[src/rtl/gray_rx_decoder.sv]
// gray_rx_decoder: synchronises a Gray word, decodes it to binary and flags up/down/illegal steps; define GRAYRX_ERRCNT_EN to build the saturating err_count
module gray_rx_decoder #(
  parameter int N = 8,
  parameter int SYNC_STAGES = 2
) (
  input  logic         clk,
  input  logic         rst,
  input  logic [N-1:0] gray_in,
  output logic [N-1:0] bin_out,
  output logic         step_up,
  output logic         step_down,
  output logic         step_err,
  output logic [7:0]   err_count
);
  logic [SYNC_STAGES-1:0][N-1:0] sync_q;
  logic [N-1:0] g_s, g_prev_q, bin_new, bin_old, inc, dec, bin_out_q;
  logic chg, up_d, dn_d, err_d, up_q, dn_q, err_q;
  function automatic logic [N-1:0] g2b(input logic [N-1:0] g);
    logic [N-1:0] b;
    b[N-1] = g[N-1];
    for (int i = N - 2; i >= 0; i--) b[i] = b[i+1] ^ g[i];
    return b;
  endfunction
  assign g_s = sync_q[SYNC_STAGES-1];
  // decode both words and classify the change against the previous synchronised value
  always_comb begin
    bin_new = g2b(g_s);
    bin_old = g2b(g_prev_q);
    inc = bin_old + 1'b1;
    dec = bin_old - 1'b1;
    chg = g_s != g_prev_q;
    up_d = chg && bin_new == inc;
    dn_d = chg && !up_d && bin_new == dec;
    err_d = chg && !up_d && !dn_d;
  end
  // synchroniser chain, previous-word register, binary output and step pulses
  always_ff @(posedge clk) begin
    if (rst) begin
      sync_q <= '0;
      g_prev_q <= '0;
      bin_out_q <= '0;
      up_q <= 1'b0;
      dn_q <= 1'b0;
      err_q <= 1'b0;
    end else begin
      sync_q <= {sync_q[SYNC_STAGES-2:0], gray_in};
      g_prev_q <= g_s;
      bin_out_q <= chg ? bin_new : bin_out_q;
      up_q <= up_d;
      dn_q <= dn_d;
      err_q <= err_d;
    end
  end
  assign bin_out = bin_out_q;
  assign step_up = up_q;
  assign step_down = dn_q;
  assign step_err = err_q;
`ifdef GRAYRX_ERRCNT_EN
  logic [7:0] cnt_q;
  // illegal-jump counter, updated on the same edge as the step_err pulse and held at 255
  always_ff @(posedge clk) begin
    if (rst) cnt_q <= '0;
    else if (err_d && cnt_q != 8'hff) cnt_q <= cnt_q + 8'd1;
  end
  assign err_count = cnt_q;
`else
  assign err_count = 8'h00;
`endif
endmodule

[config.mk]
export PLATFORM = sky130hd
export DESIGN_NAME = gray_rx_decoder
export DESIGN_NICKNAME = d
export VERILOG_FILES = /design/src/rtl/gray_rx_decoder.sv
export SDC_FILE = /design/constraint.sdc
export NUM_CORES = 1
export LEC_CHECK = 0
export BUFFER_PORTS_ARGS = -buffer_cell sky130_fd_sc_hd__buf_2
export CAP_MARGIN = 25
export CORE_UTILIZATION = 56
export DETAILED_ROUTE_END_ITERATION = 6
export PLACE_DENSITY_LB_ADDON = 0.05
export SYNTH_ARGS = -nofsm -noshare
export SYNTH_HDL_FRONTEND = slang
export SYNTH_SLANG_ARGS = --single-unit
[constraint.sdc]
create_clock -name clk -period 5.17 [get_ports clk]
set_clock_uncertainty 0.15 [all_clocks]
set_input_delay 0.517 -clock clk [delete_from_list [all_inputs] [get_ports clk]]
set_output_delay 0.517 -clock clk [all_outputs]
set_load 0.01 [all_outputs]
* After elaboration in Yosys (flattened, before gate mapping)
Cells that the tools add are included.
** Word-level totals
- Flip-flop bits (word level) :: 35
- Word-level logic and storage cells :: 32
- Input bits :: 10
- Output and inout port bits :: 19
** Cells by class
- Bitwise gates (word level) :: 14
- Reductions and logical operators :: 6
- Equal/unequal tests :: 3
- Add/sub/neg operators :: 2
** Operators with widths (number)
- == test 8 bit :: 2
- XOR 1 bit :: 14
- adder 8 x 1 -> 8 bit (second input constant) :: 1
- inequality test 8 bit :: 1
- subtractor 8 x 1 -> 8 bit (second input constant) :: 1
- logical AND 1 bit :: 4
- zero test 1 bit :: 2

* Longest topological paths before layout
Gate-level depths: netlist (run 1).
- Depth in word-level cells :: 15
- Mapped depth :: 18
- Depth with buffers taken out :: 18

* Worst setup path before layout (run 1)
No wires, ideal clock.
- Kind :: reg-to-reg
- Start :: register g_prev_q[6]
- End :: register err_q (netlist: step_err)
- Data arrival time :: 3728 ps
- Cell stages (with the launch flop) :: 19
- Library setup time :: 116 ps
- Data required time :: 4904 ps
- Period minus slack after synthesis :: 3994 ps
- Slack :: 1176 ps
- Path buffers :: 0
- Cell sequence :: dfxtp_1 xor2_1 ha_1 inv_1 ha_1 inv_1 ha_1 inv_1 ha_1 inv_1 ha_1 inv_1 ha_1 nor2b_1 xnor2_1 or4_1 a22oi_2 nand4_1 and3b_1
** On the way
- Cells in the longest elaborated chain, start to end :: 15
- Elaborated cells on any way between the ends :: 18
- Classes of those cells :: 2 x add/sub; 3 x eq/ne; 7 x bitwise; 6 x reduce/logical
** Ends and longest elaborated chain
- from (decl) :: RTL line 16 : logic [N-1:0] g_s, g_prev_q, bin_new, bin_old, inc, dec, bin_out_q;
- from (signal assigned) :: RTL line 47 : g_prev_q <= g_s;
- XOR 1 bit (7 in a row) :: RTL line 21 : for (int i = N - 2; i >= 0; i--) b[i] = b[i+1] ^ g[i];
- adder 8 x 1 -> 8 bit :: RTL line 29 : inc = bin_old + 1'b1;
- == test 8 bit :: RTL line 32 : up_d = chg && bin_new == inc;
- logical AND 1 bit :: RTL line 32
- zero test 1 bit :: RTL line 33, 34
- logical AND 1 bit :: RTL line 33, 34
- logical AND 1 bit :: RTL line 33 : dn_d = chg && !up_d && bin_new == dec;
- zero test 1 bit :: RTL line 34 : err_d = chg && !up_d && !dn_d;
- logical AND 1 bit * :: RTL line 34
- to (signal assigned) :: RTL line 51 : err_q <= err_d;
- to (decl) :: RTL line 17 : logic chg, up_d, dn_d, err_d, up_q, dn_q, err_q;
Mark *: on every way between the ends. The rest lies on a longest branch, timed or not.
A chain may end at the register's enable or synchronous reset.

* Worst setup path in the final report (run 1)
Same ends and word-level chain as after synthesis.

==> impl_metrics.yaml, run 1 <==
setup_path:
  cp_max_fo: 4
  cp.required_ps: 5260
  regToRegSetupSlack_ps: 850
  critical_path_arrival_ps: 4420
  crit_type: "reg -> reg"
  timing.rr.start: "g_prev_q[6]"
  cp-start-kind: "register"
  r2r_cells: 18
  end_kind: "register"
  r2r_end: "step_err"
grt:
  grt_max_degree: 34
  antenna_found_initial: 0
  grt.total_usage: 0.202
  grt_pass1_wl_um: 5130
  grt_pass1_vias: 1166
  gr-total-overflow: 0
floorplanning:
  die_h_um: 59.4
  coreArea_um2: 3080
  fp-row-count: 20
  dieArea_um2: 3520
  pin_count: 29
  start_util: 0.598
  die_w_um: 59.4
yosys:
  muxShareOfSynthArea: 0.0435
  syn-cell-area_um2: 1840
  synth_warnings: 0
  synth-compound-area-share: 0.0326
  avgSynthCellArea_um2: 9.85
  synthDistinctLibCells: 34
  synth_seq_cells: 35
  synthAdderAreaFrac: 0.0883
  synth_top_family_by_area: "XOR/XNOR gates"
  async_flop_share: 0
  synthFlopType: "dfxtp_1"
  syn_inst: 187
  ys_seq_area_frac: 0.380
  synth_edf_count: 0
  synth-xor-area-share: 0.193
  yosys.area_share.simple: 0.185
finish:
  insertedDiodeCount: 0
  num-nets-final: 230
  finalInstanceArea_um2: 1990
  seqCellArea_um2: 701
  fillers: 286
  area_delta_synth_final_pct: 8.02
  utilization: 0.646
  multiInputGateArea_um2: 1030
  drive_above_1_share: 0.145
placed_design:
  gp_congestion: 0.862
  dpl_cell_area_um2: 1930
  dpl.hpwl_um: 2310
  io_buffers: 20
detailed_routing:
  drc: 0
  first_iter_violations: 16
  postRouteWirelength_um: 2950
  first_pass_iters: 4
  ant_nets: 0
  viasPerCell: 4.75
  avgRoutedWirePerCell_um: 11.7
  num_vias: 1192
sta:
  fmax_mhz: 231
  maxSlewViolCount: 0
  grt_setup_unrepaired: "false"
  period_needed_ps: 4320
  final-setup-viol-count: 0
  tns_ps: 0
  slew_headroom: 0.548
  hold_viol: 0
  finalCritPeriodShare: 0.837
  tightestPinTransition_ps: 673
clock_network:
  clock_latency_ps: 340
  cts_root_buffer: "clkbuf_4"
  htree_levels: 2
  cts_made_buffers: 5
  cts.path.max_buffers: 2
  hold_buffers: 0
  post_cts_buffers: 0
  clock_sinks: 35
  cts.clk_slew.worst_paths_ps: 110
  ctsResizeCount: 0
  cts_tree: "done"
power:
  powerDensity_nw_per_um2: 304
  power.total_uw: 605
  p_leak_uw: 0.000977
  ir_drop_uv: 191
hold_path:
  min_delay_worst_endpoint: "sync_q[0]"
  min_from: "gray_in[0]"
  min_path_cells: 2
  hold_path_class: "in -> reg"
run:
  maxCapViolCount: 0
status:
  status: "completed"
[kinds of logic after synthesis]
logic type,count (synthesis)
XOR/XNOR,34
multiplexers,8
flip-flops,35
other,1
AO/OA/AOI/OAI,8
AND/OR/NAND/NOR,61
adder cells (fa/ha/maj),13
buffers and inverters,27
[stage by stage]
step	hold WS, ps	std cells	worst slack, ps
2_1_floorplan	264	194	1180
3_3_place_gp	269	244	962
3_5_place_dp	275	244	828
4_1_cts	230	251	830
5_1_grt	234	251	602
6_report	241	251	845
[power breakdown]
part | internal [uW] | switching (uW)
Clock | 63.0 | 86.3
Sequential | 286 | 9.83
Combinational | 74.4 | 85.6
Total | 424 | 182
[routing by layer]
metal	wire (um)	GRT usage
met3	111	0.0524
met5	0	0
met2	1380	0.324
met1	1360	0.246
met4	97	0.109
[worst max path at each step]
stage | startpoint | to | slack [ps] | cells after the start
global placement | g_prev_q[6] | step_err | 960 | 18
detailed placement | g_prev_q[6] | step_err | 830 | 18
CTS | g_prev_q[6] | step_err | 830 | 18
global route | g_prev_q[6] | step_err | 600 | 18
finish | g_prev_q[6] | step_err | 850 | 18
floorplan | g_prev_q[6] | step_err | 1180 | 18
[critical path: stages, from the launching register on]
cell,delay (ps)
dfxtp_1,340
xor2_1,170
ha_1,370
inv_1,60
ha_1,320
inv_1,60
ha_1,320
inv_1,80
ha_1,330
inv_1,60
ha_1,280
inv_1,40
ha_1,320
nor2b_1,230
xnor2_1,110
or4_1,550
a22oi_2,140
nand4_1,120
and3b_1,190
[registers in the layout, summed over array words and instances, names as in the netlist]
signal,cells
sync_q,8
bin_out,8
g_prev_q,8
step_err,1
g_s,8
step_up,1
step_down,1
[layout by cell type (no fill, tap or decap), types with 2 or more instances in the layout]
cell	count
xnor2_2	2
nor2_1	12
nor4_1	2
dfxtp_1	35
mux2i_1	8
nand3_1	2
a21oi_1	2
nand2b_1	2
xnor3_1	2
nor3_1	3
xnor2_1	11
clkbuf_4	5
buf_2	20
and3_1	2
xor2_1	18
ha_1	13
nor2b_1	25
o211ai_1	2
inv_1	13
nand2_1	5
conb_1	8
nand4_1	2
[cells in the mapped netlist, types with 2 or more instances]
library cell	number	share of area
xor2_1	18	0.086
buf_4	8	0.033
ha_1	13	0.088
o211ai_1	2	0.0081
xnor2_2	2	0.018
xnor3_1	2	0.024
mux2i_1	8	0.043
nor4_1	2	0.0068
dfxtp_1	35	0.38
nand2_1	5	0.010
and3_1	2	0.0068
a21oi_1	2	0.0054
nand3_1	2	0.0054
clkbuf_1	5	0.010
nor3_1	3	0.0081
nor2b_1	25	0.085
nand2b_1	2	0.0068
nor2_1	12	0.024
xnor2_1	11	0.052
inv_1	13	0.026
nand4_1	2	0.0068
[layout make-up]
cell class	count	area share
sequential	35	0.352
clock inverter	1	0.00252
clock buffer	6	0.0258
tap	44	0.0277
timing repair buffer	20	0.0503
multi-input combinational	132	0.517
inverter	13	0.0245
Power figures use the tool's default switching activity.
==> inputs of run 2 (changes only) <==
==> constraint.sdc (replaced) <==
create_clock -name clk -period 4.3 [get_ports clk]
set_clock_uncertainty 0.15 [all_clocks]
set_input_delay 0.43 -clock clk [delete_from_list [all_inputs] [get_ports clk]]
set_output_delay 0.43 -clock clk [all_outputs]
set_load 0.01 [all_outputs]
==> run 2 against run 1 <==
Compared with the run above: fmax rose by 5.6%; critical path depth unchanged; first-iteration DRC count rose by 19%; non-clock buffer count is 2 higher; register-to-register slack worse by 640 ps; critical path type unchanged; critical endpoint unchanged; largest power group unchanged; highest routed layer unchanged.
==> impl_metrics.yaml, run 2 (synthesis gave the netlist of run 1 again) <==
status:
  status: "completed"
run:
  maxCapViolCount: 0
detailed_routing:
  drc: 0
  num_vias: 1223
  ant_nets: 0
  first_iter_violations: 19
  postRouteWirelength_um: 3070
  avgRoutedWirePerCell_um: 12.1
  viasPerCell: 4.83
  first_pass_iters: 4
finish:
  final_cell_mix: "dfxtp_1 (35), nor2b_1 (24), buf_2 (20), xor2_1 (18), inv_1 (13)"
  finalInstanceArea_um2: 2040
  num-nets-final: 232
  insertedDiodeCount: 0
  final_common_cell: "dfxtp_1"
  drive_above_1_share: 0.172
  area_delta_synth_final_pct: 10.7
setup_path:
  path_cells: "xor2_1 > ha_1 > inv_1 > ha_1 > inv_1 > ha_1 > inv_1 > ha_4 > inv_1 > ha_1 > inv_1 > ha_4 > nor2b_2 > xnor2_1 > or4_1 > a22oi_2 > nand4_1 > and3b_1"
  cp_max_fo: 4
  crit_path_top_delay_cell: "or4_1"
  timing.rr.start: "g_prev_q[6]"
  slowest_delay_ps: 540
  end_kind: "register"
  cp_common_cell: "inv_1"
  r2r_cells: 18
  regToRegSetupSlack_ps: 200
  critical_path_arrival_ps: 4190
  r2r_end: "step_err"
  cp.required_ps: 4390
  cp-start-kind: "register"
  crit_type: "reg -> reg"
floorplanning:
  pin_count: 29
  die_w_um: 59.4
  fp-row-count: 20
  dieArea_um2: 3520
  coreArea_um2: 3080
  die_h_um: 59.4
  start_util: 0.598
grt:
  grt_pass1_wl_um: 5130
  grt.total_usage: 0.202
  grtUsageMet1: 0.247
  antenna_found_initial: 0
  grt_use_met2: 0.323
  met3_usage: 0.0524
  grt_max_degree: 34
  gr-total-overflow: 0
  grt_pass1_vias: 1169
  grt_busiest_layer: "met2"
hold_path:
  hold_path_class: "in -> reg"
  min_delay_worst_endpoint: "sync_q[0]"
  min_from: "gray_in[0]"
  min_path_cells: 2
placed_design:
  dpl_cell_area_um2: 1930
  io_buffers: 20
  gp_congestion: 0.862
  dpl.hpwl_um: 2310
clock_network:
  cts.clk_slew.worst_paths_ps: 110
  cts_made_buffers: 5
  cts_tree: "done"
  cts.path.max_buffers: 2
  htree_levels: 2
  clock_sinks: 35
  cts_root_buffer: "clkbuf_4"
  clock_latency_ps: 330
sta:
  final-setup-viol-count: 0
  finalCritPeriodShare: 0.953
  slew_headroom: 0.544
  hold_viol: 0
  maxSlewViolCount: 0
  whs_ps: 154
  period_needed_ps: 4100
  fmax_mhz: 244
  tightestPinTransition_ps: 679
power:
  p_leak_uw: 0.000990
  ir_drop_uv: 230
  powerDensity_nw_per_um2: 364
[run 2: changes by cell type in the layout (fill, tap and decap cells not counted)]
cell / before / now
buf_4: 0 / 2
ha_1: 13 / 11
ha_4: 0 / 2
nor2b_1: 25 / 24
nor2b_2: 0 / 1
nor4_1: 2 / 1
nor4_2: 0 / 1
[run 2: repair_timing]
action	in CTS	in global routing
pin swaps	0	1
resized for setup	1	3
buffers inserted	0	2
gates cloned	0	0
hold buffers	0	0
setup endpoints to repair	1	3
[run 2: cell type report]
type,count,area (um2)
Clock buffer,6,51.3
Clock inverter,1,5.00
Fill cell,273,1040
Inverter,13,48.8
Multi-Input combinational cell,132,1060
Sequential cell,35,701
Tap cell,44,55.1
Timing Repair Buffer,22,115
[run 2: worst max path at each step]
stage | start | end | slack [ps] | depth (start not counted)
3_3_place_gp | g_prev_q[6] | step_err | 90 | 18
4_1_cts | g_prev_q[6] | step_err | 20 | 18
5_1_grt | g_prev_q[6] | step_err | -2 | 18
6_report | g_prev_q[6] | step_err | 200 | 18
2_1_floorplan | g_prev_q[6] | step_err | 310 | 18
3_5_place_dp | g_prev_q[6] | step_err | -40 | 18
[run 2: metal layers]
layer / vias to the layer above / wire, um
met4: 0 / 97
met3: 9 / 111
met2: 32 / 1460
met5: - / 0
li1: 629 / -
met1: 553 / 1400
[run 2: worst max-delay path, delay by kind of cell, from the launching register on]
family | cells | cell delay (ps)
AOI/OAI and AO/OA | 1 | 140
xor gates and xnor gates | 2 | 280
adders and majority gates | 6 | 1760
buffers and inverters | 5 | 350
DFF | 1 | 340
and+or+nand+nor | 4 | 1020
[run 2: report_power, final]
| part | internal, uW | switching, uW | total (uW) |
|---|---|---|---|
| clock network | 75.7 | 104 | 179 |
| logic | 97.4 | 110 | 207 |
| registers | 344 | 11.9 | 356 |
[run 2: through the flow]
stage          TNS (ps)  setup slack (ps)  instances  utilization  power [uW]
5_1_grt           -1.87             -1.87        253        0.662         789
3_3_place_gp          0              92.1        244        0.628         551
4_1_cts               0              16.0        251        0.647         738
6_report              0               203        253        0.662         742
2_1_floorplan         0               306        194            -         519
3_5_place_dp      -41.7             -41.7        244        0.628         557
==> inputs of run 3 (changes only) <==
--- a/config.mk
+++ b/config.mk
@@ -7,7 +7,8 @@
 export LEC_CHECK = 0
 export BUFFER_PORTS_ARGS = -buffer_cell sky130_fd_sc_hd__buf_2
 export CAP_MARGIN = 25
-export CORE_UTILIZATION = 56
+export CORE_UTILIZATION = 58
+export CTS_BUF_LIST = sky130_fd_sc_hd__clkbuf_4 sky130_fd_sc_hd__clkbuf_8
 export DETAILED_ROUTE_END_ITERATION = 6
 export PLACE_DENSITY_LB_ADDON = 0.05
 export SYNTH_ARGS = -nofsm -noshare
==> run 3 against run 2 <==
Compared with the run above: non-clock buffer count stayed put; combinational power hardly changed; register-to-register slack hardly changed; total power is 0.92% lower; count of clock-buffer cells in the layout is 1 lower; hold slack worse by 17 ps; sequential share of layout area hardly changed; fmax is 0.23% lower.
==> impl_metrics.yaml, run 3 (synthesis gave the netlist of run 1 again) <==
finish:
  multiInputGateArea_um2: 1060
  final_cell_mix: "dfxtp_1 (35), nor2b_1 (24), buf_2 (20), xor2_1 (18), inv_1 (13)"
  final_common_cell: "dfxtp_1"
  fin_cells: 254
  drive_above_1_share: 0.176
  utilization: 0.673
  fillers: 262
  seqCellArea_um2: 701
  insertedDiodeCount: 0
  num-nets-final: 232
  area_delta_synth_final_pct: 10.6
power:
  p_sw_uw: 230
  powerDensity_nw_per_um2: 361
  p_int_uw: 505
  ir_drop_uv: 240
  pwr-share-comb: 0.279
  p_leak_uw: 0.000982
  pwr-share-seq: 0.485
  power.total_uw: 736
  pwr-share-clk: 0.236
  switching_share: 0.313
sta:
  worst_slack_ps: 194
  slew_headroom: 0.556
  fmax_mhz: 244
  tightestPinTransition_ps: 664
  final-setup-viol-count: 0
  finalCritPeriodShare: 0.955
  period_needed_ps: 4110
  hold_viol: 0
  maxSlewViolCount: 0
grt:
  gr-total-overflow: 0
  antenna_found_initial: 0
  grt_pass1_wl_um: 5090
  grt_busiest_layer: "met2"
  grt_use_met2: 0.346
  grtUsageMet1: 0.244
  met3_usage: 0.0527
  grt_pass1_vias: 1140
  grt.total_usage: 0.206
  grt_max_degree: 34
placed_design:
  dp_slack_ps: 2.81
  io_buffers: 20
  dpl.hpwl_um: 2220
  gp_congestion: 0.883
  dp_cells: 244
setup_path:
  path_cells: "xor2_1 > ha_1 > inv_1 > ha_1 > inv_1 > ha_1 > inv_1 > ha_4 > inv_1 > ha_1 > inv_1 > ha_4 > nor2b_2 > xnor2_1 > or4_4 > a22oi_2 > nand4_1 > and3b_1"
  cp_max_fo: 4
  critical_path_arrival_ps: 4200
  cp.required_ps: 4400
  r2r_cells: 18
  regToRegSetupSlack_ps: 190
  crit_path_top_delay_cell: "or4_4"
  cp-start-kind: "register"
  crit_type: "reg -> reg"
  end_kind: "register"
  cp_common_cell: "inv_1"
  slowest_delay_ps: 530
detailed_routing:
  postRouteWirelength_um: 3060
  first_iter_violations: 48
  num_vias: 1217
  first_pass_iters: 4
  ant_nets: 0
  drc: 0
  avgRoutedWirePerCell_um: 12.0
  viasPerCell: 4.79
clock_network:
  htree_levels: 2
  clock_sinks: 35
  cts.path.max_buffers: 2
  cts.clk_slew.worst_paths_ps: 110
  cts_tree: "done"
  clock_latency_ps: 340
  cts_root_buffer: "clkbuf_4"
  cts_made_buffers: 5
  hold_buffers: 0
floorplanning:
  pin_count: 29
  fp-row-count: 20
  dieArea_um2: 3400
  die_w_um: 58.4
  die_h_um: 58.4
  start_util: 0.608
  coreArea_um2: 3030
status:
  status: "completed"
run:
  maxCapViolCount: 0
hold_path:
  hold_path_class: "in -> reg"
  min_path_cells: 2
## run 3: timing repair
item,in CTS,in global routing
resized for setup,1,4
buffers inserted,0,2
setup endpoints to repair,1,3
pin swaps,0,1
## run 3: final timing paths
kind	from	end
setup / recovery	g_prev_q[6]	step_err
hold / removal	gray_in[4]	sync_q[4]
setup reg to reg	g_prev_q[6]	step_err
hold reg to reg	sync_q[2]	g_s[2]
## run 3: per-stage QoR
stage	TNS [ps]	cell area, um2	hold slack, ps
floorplan	0	1870	264
global placement	0	1930	268
detailed placement	0	1930	271
CTS	0	1990	122
global route	-36.3	2040	132
finish	0	2040	137
## run 3: area by class of cell
class | count | area share
clock buffer | 5 | 0.0184
clock inverter | 3 | 0.00983
inverter | 13 | 0.0240
multi-input combinational | 132 | 0.520
sequential | 35 | 0.344
tap | 44 | 0.0270
timing repair buffer | 22 | 0.0565
## run 3: metal layers
layer	wire length, um	share of wire	vias to the layer above
met5	0	0	-
li1	-	-	624
met3	118	0.039	8
met4	69	0.023	0
met2	1520	0.50	31
met1	1350	0.44	554
## run 3: power by group through the flow
stage | Clock, uW | Sequential [uW] | Combinational (uW)
floorplan | 0 | 367 | 152
global placement | 0 | 363 | 187
detailed placement | 0 | 364 | 192
CTS | 180 | 357 | 194
global route | 194 | 359 | 229
finish | 174 | 356 | 206
## run 3: worst max-delay path, delay by kind of cell (launching register included)
| kind | cells | cell delay [ps] |
|---|---|---|
| simple gates | 4 | 1020 |
| xor+xnor | 2 | 290 |
| flops | 1 | 340 |
| compound gates | 1 | 130 |
| fa+ha+maj | 6 | 1740 |
| buf+inv | 5 | 330 |
